[config.mk]
export PLATFORM = sky130hd
export DESIGN_NAME = ex_mem_pipe
export DESIGN_NICKNAME = d
export VERILOG_FILES = /design/src/rtl/ex_mem_pipe.sv
export SDC_FILE = /design/constraint.sdc
export NUM_CORES = 1
export LEC_CHECK = 0
export CORE_UTILIZATION = 60
export CTS_CLUSTER_DIAMETER = 60
export CTS_CLUSTER_SIZE = 28
export DETAILED_ROUTE_END_ITERATION = 10
export DONT_BUFFER_PORTS = 1
export GPL_TIMING_DRIVEN = 1
export PLACE_DENSITY = 0.76
export SLEW_MARGIN = 20
export SYNTH_ARGS = -nofsm -noshare
export SYNTH_HDL_FRONTEND = slang
export SYNTH_SLANG_ARGS = --single-unit
[constraint.sdc]
create_clock -name clk -period 2.07 [get_ports clk]
set_input_delay 0.207 -clock clk [delete_from_list [all_inputs] [get_ports clk]]
set_output_delay 0.207 -clock clk [all_outputs]
set_load 0.05 [all_outputs]
[src/rtl/ex_mem_pipe.sv]
// Elastic EX->MEM writeback register: two-entry skid buffer. Latency is 1 cycle and throughput is 1 record/cycle.
// in_ready is registered, so there is no combinational path from out_ready; the bench-visible forwarding port and stall counter are here too.
module ex_mem_pipe #(
  parameter int REG_ADDR_W = 5,
  parameter int DATA_W     = 32,
  parameter int NOP_ADDR   = 0,
  parameter int CNT_W      = 16
) (
  input  logic                  clk,
  input  logic                  rst,
  input  logic                  flush,
  input  logic                  in_valid,
  output logic                  in_ready,
  input  logic [REG_ADDR_W-1:0] in_addr,
  input  logic                  in_we,
  input  logic [DATA_W-1:0]     in_data,
  output logic                  out_valid,
  input  logic                  out_ready,
  output logic [REG_ADDR_W-1:0] out_addr,
  output logic                  out_we,
  output logic [DATA_W-1:0]     out_data,
  input  logic [REG_ADDR_W-1:0] q_addr,
  output logic                  q_hit,
  output logic [DATA_W-1:0]     q_data,
  output logic [CNT_W-1:0]      stall_cnt
);

  localparam logic [REG_ADDR_W-1:0] NOP = REG_ADDR_W'(NOP_ADDR);

  typedef struct packed {
    logic [REG_ADDR_W-1:0] addr;
    logic                  we;
    logic [DATA_W-1:0]     dat;
  } rec_t;

  localparam rec_t NOP_REC = '{addr: NOP, we: 1'b0, dat: '0};

  rec_t main_q, skid_q, in_rec;
  logic main_vld, skid_vld;
  logic in_fire, out_fire;

  assign in_rec   = '{addr: in_addr, we: in_we, dat: in_data};
  assign in_ready = ~skid_vld;
  assign in_fire  = in_valid & in_ready;
  assign out_fire = out_valid & out_ready;

  assign out_valid = main_vld;
  assign out_addr  = main_q.addr;
  assign out_we    = main_vld & main_q.we;
  assign out_data  = main_q.dat;

  always_ff @(posedge clk) begin
    if (rst) begin
      main_vld  <= 1'b0;
      skid_vld  <= 1'b0;
      main_q    <= NOP_REC;
      skid_q    <= NOP_REC;
      stall_cnt <= '0;
    end else begin
      // Stall accounting is independent of flush; only reset clears it.
      if (out_valid && !out_ready && stall_cnt != {CNT_W{1'b1}})
        stall_cnt <= stall_cnt + 1'b1;

      if (flush) begin
        main_vld <= 1'b0;
        skid_vld <= 1'b0;
        main_q   <= NOP_REC;
        skid_q   <= NOP_REC;
      end else if (skid_vld) begin
        if (out_fire) begin
          main_q   <= skid_q;
          skid_vld <= 1'b0;
        end
      end else if (main_vld) begin
        case ({in_fire, out_fire})
          2'b11: main_q <= in_rec;
          2'b10: begin
            skid_q   <= in_rec;
            skid_vld <= 1'b1;
          end
          2'b01: main_vld <= 1'b0;
          default: ;
        endcase
      end else if (in_fire) begin
        main_q   <= in_rec;
        main_vld <= 1'b1;
      end
    end
  end

  // Forwarding: the skid entry is the younger record, so it wins on a double match.
  logic q_ok, main_hit, skid_hit;

  assign q_ok     = (q_addr != NOP);
  assign main_hit = q_ok & main_vld & main_q.we & (main_q.addr == q_addr);
  assign skid_hit = q_ok & skid_vld & skid_q.we & (skid_q.addr == q_addr);
  assign q_hit    = main_hit | skid_hit;

  always_comb begin
    q_data = '0;
    if (skid_hit)      q_data = skid_q.dat;
    else if (main_hit) q_data = main_q.dat;
  end

endmodule

# --- Word level (Yosys, flattened, before mapping) ---
# Index checks and enable logic that the tools add are counted.
classes:
  addsub: 1
  mul: 0
  div_mod_pow: 0
  order_cmp: 0
  n_eq_ne: 8
  n_shift: 0
  muxes: 14
  bitwise_logic: 11
  reduce_logical: 8
op_table:
  columns: ["op", "count"]
  rows:
  - ["38-bit 2-to-1 mux", 5]
  - ["32-bit 2-to-1 mux", 2]
  - ["16-bit by 1-bit adder with 16-bit output (second input constant)", 1]
  - ["16-bit inequality test (second input constant)", 1]
  - ["5-bit == test", 2]
  - ["1-bit bitwise AND", 9]
  - ["1-bit 2-to-1 mux", 7]
  - ["3-bit AND reduction", 2]
  - ["5-bit nonzero test", 1]
  - ["2-bit == test (second input constant)", 2]
  - ["3-bit by 1-bit inequality test with 1-bit output (second input constant)", 1]
  - ["3-bit nonzero test", 1]
  - ["2-bit by 1-bit == test with 1-bit output (second input constant)", 1]
  - ["1-bit logical AND", 2]
  - ["2-bit by 1-bit inequality test with 1-bit output (second input constant)", 1]
  - ["2-bit OR reduction", 1]
  - ["1-bit logical NOT", 1]
  - ["1-bit inverter", 1]
  - ["1-bit OR", 1]
word_totals:
  regBits: 94
  latchBits: 0
  mem_bits_rw: 0
  mem_bits_ro: 0
  in_bits: 48
  output_inout_bits: 89
  word_cells: 51
  mem_count: 0

# --- Depth between registers and ports, before layout ---
# Gate-level depths: netlist (run 1).
logic_depth:
  ltp_word: 6
  mapped_depth: 7
  ltp_nobuf: 5

# --- Least setup slack after synthesis (run 1) ---
# No wires, ideal clock.
synth_path:
  path_kind: "flip-flop to flip-flop"
  from: "register main_vld (netlist: out_valid)"
  to: "register stall_cnt[15]"
  setup_ns: 0.123
  t_arrival_ns: 2.147
  required_ns: 1.947
  setup_slack_ns: -0.201
  stages_incl_launch_ff: 6
  n_path_buf: 1
  period_less_slack_ns: 2.271
  path_cell_list: "dfxtp_1 nand2b_2 or4_1 buf_2 nor4_1 mux2_1"
synth_between:
  elab_chain_len: 2
synth_lines:
  columns: ["element", "line_no", "source"]
  rows:
  - ["start: declaration", "39", "logic main_vld, skid_vld;"]
  - ["start signal: assignment", "54", "main_vld <= 1'b0;"]
  - ["start signal: assignment", "65", "main_vld <= 1'b0;"]
  - ["start signal: assignment", "81", "2'b01: main_vld <= 1'b0;"]
  - ["1-bit logical AND (2 in series)", "61", "if (out_valid && !out_ready && stall_cnt != {CNT_W{1'b1}})"]
  - ["end signal: assignment", "62", "stall_cnt <= stall_cnt + 1'b1;"]
  - ["end: declaration", "25", "output logic [CNT_W-1:0] stall_cnt"]
# Every way passes these cells.
# A chain may end at the register's enable or synchronous reset.

# --- Worst setup path in the final report (run 1) ---
layout_path:
  from: "register skid_q[35] (netlist bit)"
  to: "output port q_data[1]"
layout_between:
  elab_chain_len: 3
layout_lines:
  columns: ["element", "line_no", "source"]
  rows:
  - ["start: declaration", "38", "rec_t main_q, skid_q, in_rec;"]
  - ["start signal: assignment", "78", "skid_q <= in_rec;"]
  - ["5-bit == test", "96", "assign skid_hit = q_ok & skid_vld & skid_q.we & (skid_q.addr == q_addr);"]
  - ["1-bit bitwise AND", "96", null]
  - ["32-bit 2-to-1 mux", "101", "if (skid_hit) q_data = skid_q.dat;"]
  - ["end: declaration", "24", "output logic [DATA_W-1:0] q_data,"]
# Every way passes these cells.

==> PnR_summary.wiki, run 1 <==
{| class="wikitable"
! Metric !! Value
|-
| Result of the run || finished, violations left
|-
| Failing checks || setup timing
|-
| Sequential area share after synthesis || 38.4%
|-
| Met2 Usage GRT || 55.1%
|-
| Total number of vias || 4,604
|-
| Final worst path period need || 2.30 ns
|-
| Sink count of the clock tree || 94
|-
| Critical Setup Path Class || flop to output port
|-
| Switching portion of total power || 26.6%
|-
| Post-placement setup slack || 0.163 ns
|-
| Internal power summed over all cells || 2720 uW
|-
| Growth of design area from synthesis to finish || 31.0%
|-
| Core region area || 7810 um^2
|-
| Net Switching || 982 uW
|-
| Worst rel slew slack || 32.5%
|-
| Combinational power share || 13.6%
|-
| Clock buffer count from CTS || 9
|-
| Die Outline Area || 8540 um^2
|-
| Post-Route Setup TNS || -6.37 ns
|-
| Initial standard-cell utilization of the core || 62.8%
|-
| Clock Path Buffers || 2
|-
| Routed len/inst || 19.7 um
|-
| Avg Inst Size Synth || 8.39 um^2
|-
| Final ANT Viol Nets || 0
|-
| Dpl hpwl || 8.25 mm
|-
| Number of iterations in the first detailed-routing pass || 4
|-
| Worst Reg-to-Reg Cells || 4
|-
| GRT Residual Overflow || 0
|-
| Type of element capturing the critical path || output port
|-
| Synth Instances || 585
|-
| Final-layout fill cell count || 454
|-
| Worst-case clock skew || 0.0136 ns
|-
| Worst setup slack after layout || -0.232 ns
|-
| Post-synthesis instance area || 4910 um^2
|-
| Die span in x || 92.4 um
|-
| Clock network latency to the later pin of the worst-skew pair || 0.36 ns
|-
| Number of top-level pins || 137
|-
| Final Core Density || 82.3%
|-
| Maximum frequency from static timing analysis || 434 MHz
|-
| Fraction of power consumed by the clock network || 35.3%
|-
| Final max-slew violation count || 0
|-
| Share of Yosys cell area claimed by the top area cell type || 38.4%
|-
| Yosys warning total || 0
|-
| Number of antenna repair diodes || 0
|-
| Antenna violations before repair || 0
|-
| Slew @ Worst Pin || 1.01 ns
|-
| Leak || 0.00253 uW
|-
| # setup viols final || 33
|-
| Met1 usage in global routing || 39.0%
|-
| Routability congestion estimate || 0.874
|-
| Distinct cell type count of the synthesized netlist || 38
|-
| Max Cap Viol || 0
|-
| Most congested layer reported by global routing || met2
|-
| Number of nets at the end of the flow || 690
|-
| Post-synth net total || 634
|-
| Sequential share of power || 51.1%
|-
| Post-CTS clock slew at the launch and capture registers of the worst setup and hold paths || 0.08 ns
|-
| Worst-case vdd ir drop || 481 uV
|-
| Clock tree from TritonCTS || built
|-
| Height of the chip || 92.4 um
|-
| Worst EP required || 1.86 ns
|-
| Register bit count reported by yosys || 94
|-
| First-pass GRT wire length || 21.9 mm
|-
| IO Port Bufs || 0
|-
| Final hold violation count || 0
|-
| Ranking of synthesized cells by area || dfxtp_1 38%, mux2i_1 7.8%, nand2_1 6.7%
|-
| Maximum number of pins on one net before global-route repair || 41
|-
| Data arrival time of the critical path || 2.09 ns
|-
| Cell type with the highest aggregate area in the netlist || dfxtp_1
|-
| H-Tree Level Count || 3
|-
| Total detailed-routing wirelength || 14.7 mm
|-
| Clock root buffer master || clkbuf_8
|-
| Detail-routed via count per cell || 6.16
|-
| Hold Path Class || input port to flop
|-
| Power density normalized to cell area || 576 nW/um^2
|-
| Hold WS || 0.0140 ns
|-
| Iteration-0 DRC Markers || 208
|-
| Number of standard-cell rows in the floorplan || 32
|-
| WHS Path Cells || 1
|-
| Type of element launching the critical path || flop
|-
| Total track usage || 32.4%
|-
| Number of global-route vias before repair || 4,542
|-
| Tcrit/Tclk final || 111%
|-
| GR Util met3 || 6.73%
|-
| Fraction of final layout cells with drive strength greater than 1 || 27.9%
|-
| Number of DRC violations after detailed routing || 0
|-
| Setup repair after global routing missed its margin || yes
|-
| Highest net fanout along the worst path || 7
|}
through the flow:
stage | total power (uW) | area (um^2) | cells
after floorplan | 2250 | 4920 | 585
after global placement | 2300 | 5390 | 682
after detailed placement | 2320 | 5390 | 682
after CTS | 3670 | 6170 | 739
after global routing | 3820 | 6420 | 747
final | 3700 | 6420 | 747
logic make-up (layout without fill, tap and decap cells):
group | count (synthesis) | count (layout) | share of synthesized area [%]
xor gates and xnor gates | 10 | 10 | 1.79
buffers and inverters | 88 | 148 | 9.62
muxes | 72 | 72 | 15.6
and+or+nand+nor | 212 | 212 | 20.6
adders and majority gates | 1 | 1 | 0.255
DFF | 94 | 94 | 38.4
AOI/OAI and AO/OA | 108 | 108 | 13.9
placed cells by master (no fill, tap or decap), types with 3 or more instances in the layout:
| cell | synthesis | routed |
|---|---|---|
| a211oi_1 | 41 | 40 |
| a21oi_1 | 52 | 51 |
| and3_1 | 32 | 30 |
| buf_12 | 0 | 13 |
| buf_4 | 37 | 58 |
| buf_6 | 0 | 7 |
| buf_8 | 0 | 6 |
| clkbuf_16 | 0 | 4 |
| clkbuf_8 | 0 | 9 |
| dfxtp_1 | 94 | 70 |
| dfxtp_2 | 0 | 24 |
| dlygate4sd3_1 | 0 | 40 |
| inv_1 | 5 | 5 |
| mux2_2 | 19 | 4 |
| mux2_4 | 0 | 29 |
| mux2i_1 | 38 | 38 |
| nand2_1 | 88 | 86 |
| nand3_1 | 6 | 6 |
| nand4_1 | 5 | 5 |
| nor2_1 | 44 | 43 |
| nor2b_1 | 3 | 3 |
| nor3_1 | 8 | 8 |
| o31ai_1 | 9 | 9 |
| or4_1 | 11 | 11 |
| xnor2_2 | 0 | 4 |
| xor2_2 | 0 | 4 |
cells in the mapped netlist (all sizes together):
master and instances:
a211o 1, a211oi 41, a21oi 52, a41oi 1, and2 1, and3 32
buf 44, clkbuf 39, dfxtp 94, ha 1, inv 5, mux2 34
mux2i 38, nand2 88, nand2b 3, nand3 6, nand4 6, nor2 44
nor2b 3, nor3 8, nor3b 1, nor4 5, o21a 1, o21ai 2
o21ba 1, o31ai 9, or2 2, or3 2, or4 11, xnor2 5
xor2 5
area by class of cell:
cell class	instances	area [um^2]	share of cell area, %
clock buffers	11	131	2.04
repair buffers	128	1370	21.2
well taps	102	128	1.99
inverters	5	18.8	0.292
clock inverters	4	72.6	1.13
flip-flops and latches	94	1910	29.8
multi-input cells	403	2800	43.5
registers in the layout, indices dropped and copies added (netlist names):
register,cells
main_q,1
skid_q,38
skid_vld,1
out_valid,1
out_addr,5
out_data,32
stall_cnt,16
path summary, 6_finish.rpt:
path	from	end	slack [ns]
setup / recovery	skid_q[35]	q_data[1]	-0.23
setup reg to reg	out_valid	stall_cnt[15]	0.18
hold / removal	rst	stall_cnt[1]	0.01
hold reg to reg	skid_q[3]	skid_q[3]	0.48
power by group through the flow:
stage / Clock, uW / Combinational [uW] / Sequential (uW)
final: 1300 / 504 / 1890
after global routing: 1390 / 532 / 1890
after CTS: 1310 / 474 / 1890
after detailed placement: 0 / 389 / 1930
after global placement: 0 / 378 / 1930
after floorplan: 0 / 334 / 1920
worst max-delay path: stages (launching register included):
cell,delay [ns]
dfxtp_2,0.35
xnor2_2,0.18
nand4_1,0.15
a211o_4,0.40
clkbuf_16,0.20
mux2_4,0.32
buf_12,0.15
per-layer routing:
| layer | vias to the layer above | wire (um) |
|---|---|---|
| met4 | 0 | 487 |
| met5 | - | 0 |
| met3 | 40 | 1200 |
| met1 | 2199 | 5810 |
| met2 | 237 | 7180 |
| li1 | 2128 | - |
timing repair:
action,in CTS,in global routing
hold buffers,40,0
cloned,1,5
pin swaps,3,9
hold endpoints to repair,52,0
buffers inserted,1,3
setup endpoints to repair,32,34
gates resized for setup,44,42
Power figures use the tool's default switching activity.
==> run 2: changes to the inputs <==
--- a/config.mk
+++ b/config.mk
@@ -11,7 +11,7 @@
 export DETAILED_ROUTE_END_ITERATION = 10
 export DONT_BUFFER_PORTS = 1
 export GPL_TIMING_DRIVEN = 1
-export PLACE_DENSITY = 0.76
+export PLACE_DENSITY_LB_ADDON = 0.05
 export SLEW_MARGIN = 20
 export SYNTH_ARGS = -nofsm -noshare
 export SYNTH_HDL_FRONTEND = slang
==> PnR_summary.wiki, run 2 (synthesized netlist as in run 1, its figures left out) <==
{| class="wikitable"
! Metric !! Value
|-
| Most used cells in the layout excluding fill and tap cells || 87 x nand2_1, 75 x dfxtp_1, 64 x buf_4 (was 86 x nand2_1, 70 x dfxtp_1, 58 x buf_4)
|-
| Total detailed-routing wirelength || 13.9 mm (was 14.7 mm)
|-
| Clock Path Buffers || 2 (unchanged)
|-
| Clock tree from TritonCTS || built (unchanged)
|-
| Failing checks || setup timing (unchanged)
|-
| Critical Setup Path Class || flop to output port (unchanged)
|-
| Total cell area at the placement stage || 5410 um^2 (was 5390 um^2)
|-
| Max Cap Viol || 0 (unchanged)
|-
| Number of iterations in the first detailed-routing pass || 4 (unchanged)
|-
| Routed len/inst || 18.5 um (was 19.7 um)
|-
| Final worst path period need || 2.22 ns (was 2.30 ns)
|-
| Height of the chip || 92.4 um (unchanged)
|-
| Tcrit/Tclk final || 107% (was 111%)
|-
| IO Port Bufs || 0 (unchanged)
|-
| Worst reg2reg setup slack || 0.14 ns (was 0.18 ns)
|-
| H-Tree Level Count || 3 (unchanged)
|-
| Setup crit end || q_data[1] (unchanged)
|-
| Slew @ Worst Pin || 0.835 ns (was 1.01 ns)
|-
| GRT Residual Overflow || 0 (unchanged)
|-
| Clock buffer count from CTS || 9 (unchanged)
|-
| Power density normalized to cell area || 607 nW/um^2 (was 576 nW/um^2)
|-
| Type of element launching the critical path || flop (unchanged)
|-
| Hold WS || 0.0701 ns (was 0.0140 ns)
|-
| Worst r2r src || stall_cnt[10] (was out_valid)
|-
| Critical path launch point || out_addr[1] (was skid_q[35])
|-
| Register area || 1910 um^2 (about the same)
|-
| Setup repair after global routing missed its margin || yes (unchanged)
|-
| Maximum number of pins on one net before global-route repair || 79 (was 41)
|-
| # setup viols final || 32 (was 33)
|-
| Number of global-route vias before repair || 4,221 (was 4,542)
|-
| Final ANT Viol Nets || 0 (unchanged)
|-
| Clock network latency to the later pin of the worst-skew pair || 0.36 ns (about the same)
|-
| Worst EP required || 1.86 ns (about the same)
|-
| Total number of vias || 4,489 (was 4,604)
|-
| Number of flip-flops in the largest register || 38 (unchanged)
|-
| Result of the run || finished, violations left (unchanged)
|-
| Total track usage || 30.3% (was 32.4%)
|-
| Final non-filler cell area || 6280 um^2 (was 6420 um^2)
|-
| Most common library cell in the layout ignoring fill and taps || nand2_1 (unchanged)
|-
| Worst setup slack after layout || -0.154 ns (was -0.232 ns)
|-
| Multi-input combinational cell area || 2700 um^2 (was 2800 um^2)
|-
| Number of standard-cell rows in the floorplan || 32 (unchanged)
|-
| Worst-case vdd ir drop || 476 uV (was 481 uV)
|-
| Worst Reg-to-Reg Cells || 4 (unchanged)
|-
| Number of top-level pins || 137 (unchanged)
|-
| Routability congestion estimate || 0.841 (was 0.874)
|-
| Die span in x || 92.4 um (unchanged)
|-
| Antenna violations before repair || 0 (unchanged)
|-
| Final hold violation count || 0 (unchanged)
|-
| Post-Route Setup TNS || -3.04 ns (was -6.37 ns)
|-
| Maximum frequency from static timing analysis || 450 MHz (was 434 MHz)
|-
| Number of DRC violations after detailed routing || 0 (unchanged)
|-
| First-pass GRT wire length || 20.6 mm (was 21.9 mm)
|-
| Clock root buffer master || clkbuf_8 (unchanged)
|-
| Worst-case clock skew || 0.0124 ns (was 0.0136 ns)
|-
| Detail-routed via count per cell || 5.99 (was 6.16)
|-
| Number of nets at the end of the flow || 692 (was 690)
|-
| Dpl hpwl || 7.95 mm (was 8.25 mm)
|-
| Destination of the worst register-to-register timing path || stall_cnt[13] (was stall_cnt[15])
|-
| Die Outline Area || 8540 um^2 (unchanged)
|-
| Initial standard-cell utilization of the core || 62.8% (unchanged)
|-
| Leak || 0.00249 uW (was 0.00253 uW)
|-
| Final max-slew violation count || 0 (unchanged)
|-
| Fraction of final layout cells with drive strength greater than 1 || 25.3% (was 27.9%)
|-
| Worst rel slew slack || 44.3% (was 32.5%)
|-
| Highest net fanout along the worst path || 33 (was 7)
|-
| Number of antenna repair diodes || 0 (unchanged)
|-
| Final-layout fill cell count || 520 (was 454)
|-
| Hold Path Class || input port to flop (unchanged)
|-
| Sink count of the clock tree || 94 (unchanged)
|-
| Final Core Density || 80.5% (was 82.3%)
|-
| Post-CTS clock slew at the launch and capture registers of the worst setup and hold paths || 0.09 ns (was 0.08 ns)
|-
| Core region area || 7810 um^2 (unchanged)
|-
| Growth of design area from synthesis to finish || 28.1% (was 31.0%)
|-
| Iteration-0 DRC Markers || 240 (was 208)
|-
| Data arrival time of the critical path || 2.02 ns (was 2.09 ns)
|-
| Type of element capturing the critical path || output port (unchanged)
|-
| Register with the highest flop count || skid_q (unchanged)
|}
## run 2: cell count changes in the layout (fill, tap and decap cells not counted), sizes merged
cell and delta:
clkinvlp -1, dlygate4sd3 +1, buf +3, bufinv +1
clkbuf -2
## run 2: repair_timing
action	CTS	global route
pin swaps	1	0
endpoints found under the hold margin	52	1
gates resized for setup	40	7
setup endpoints to repair	32	32
cloned	0	2
buffers inserted	0	1
hold buffers	40	1
## run 2: per-stage QoR
| step | total power (uW) | instances | worst slack [ns] |
|---|---|---|---|
| 2_1_floorplan | 2250 | 585 | -0.00306 |
| 3_3_place_gp | 2310 | 690 | 0.254 |
| 3_5_place_dp | 2320 | 690 | 0.195 |
| 4_1_cts | 3810 | 745 | -0.106 |
| 5_1_grt | 3930 | 749 | -0.211 |
| 6_report | 3820 | 749 | -0.154 |
## run 2: where the power goes
| group | switching, uW | leakage, uW | internal [uW] |
|---|---|---|---|
| combinational | 308 | 0.00160 | 177 |
| clock | 628 | 0.000119 | 828 |
| sequential | 27.2 | 0.000772 | 1850 |
## run 2: critical path: stages, from the launching register on
cell and delay, ns:
dfxtp_1 0.33, xor2_1 0.17, nor4_2 0.41, buf_12 0.23, and3_1 0.18, mux2_2 0.19, buf_12 0.14
## run 2: how the worst min path moves through the flow
stage	start	to	slack, ns	cells after the start
5_1_grt	rst	stall_cnt[10]	0.08	2
3_5_place_dp	rst	stall_cnt[7]	0.27	1
4_1_cts	rst	stall_cnt[1]	0.002	1
2_1_floorplan	out_ready	skid_vld	0.31	1
3_3_place_gp	rst	stall_cnt[8]	0.27	1
6_report	rst	stall_cnt[15]	0.07	2
## run 2: routing by layer
layer	track usage (%)	part of all wire, %
met1	38.1	42
met2	50.7	49
met3	7.14	7.0
met4	10.7	2.5
met5	0	0
## run 2: area by class of cell
| cell class | count | area share [%] |
|---|---|---|
| Clock buffer | 11 | 2.25 |
| Clock inverter | 4 | 1.51 |
| Inverter | 5 | 0.299 |
| Multi-Input combinational cell | 403 | 43.0 |
| Sequential cell | 94 | 30.3 |
| Tap cell | 102 | 2.03 |
| Timing Repair Buffer | 130 | 20.6 |
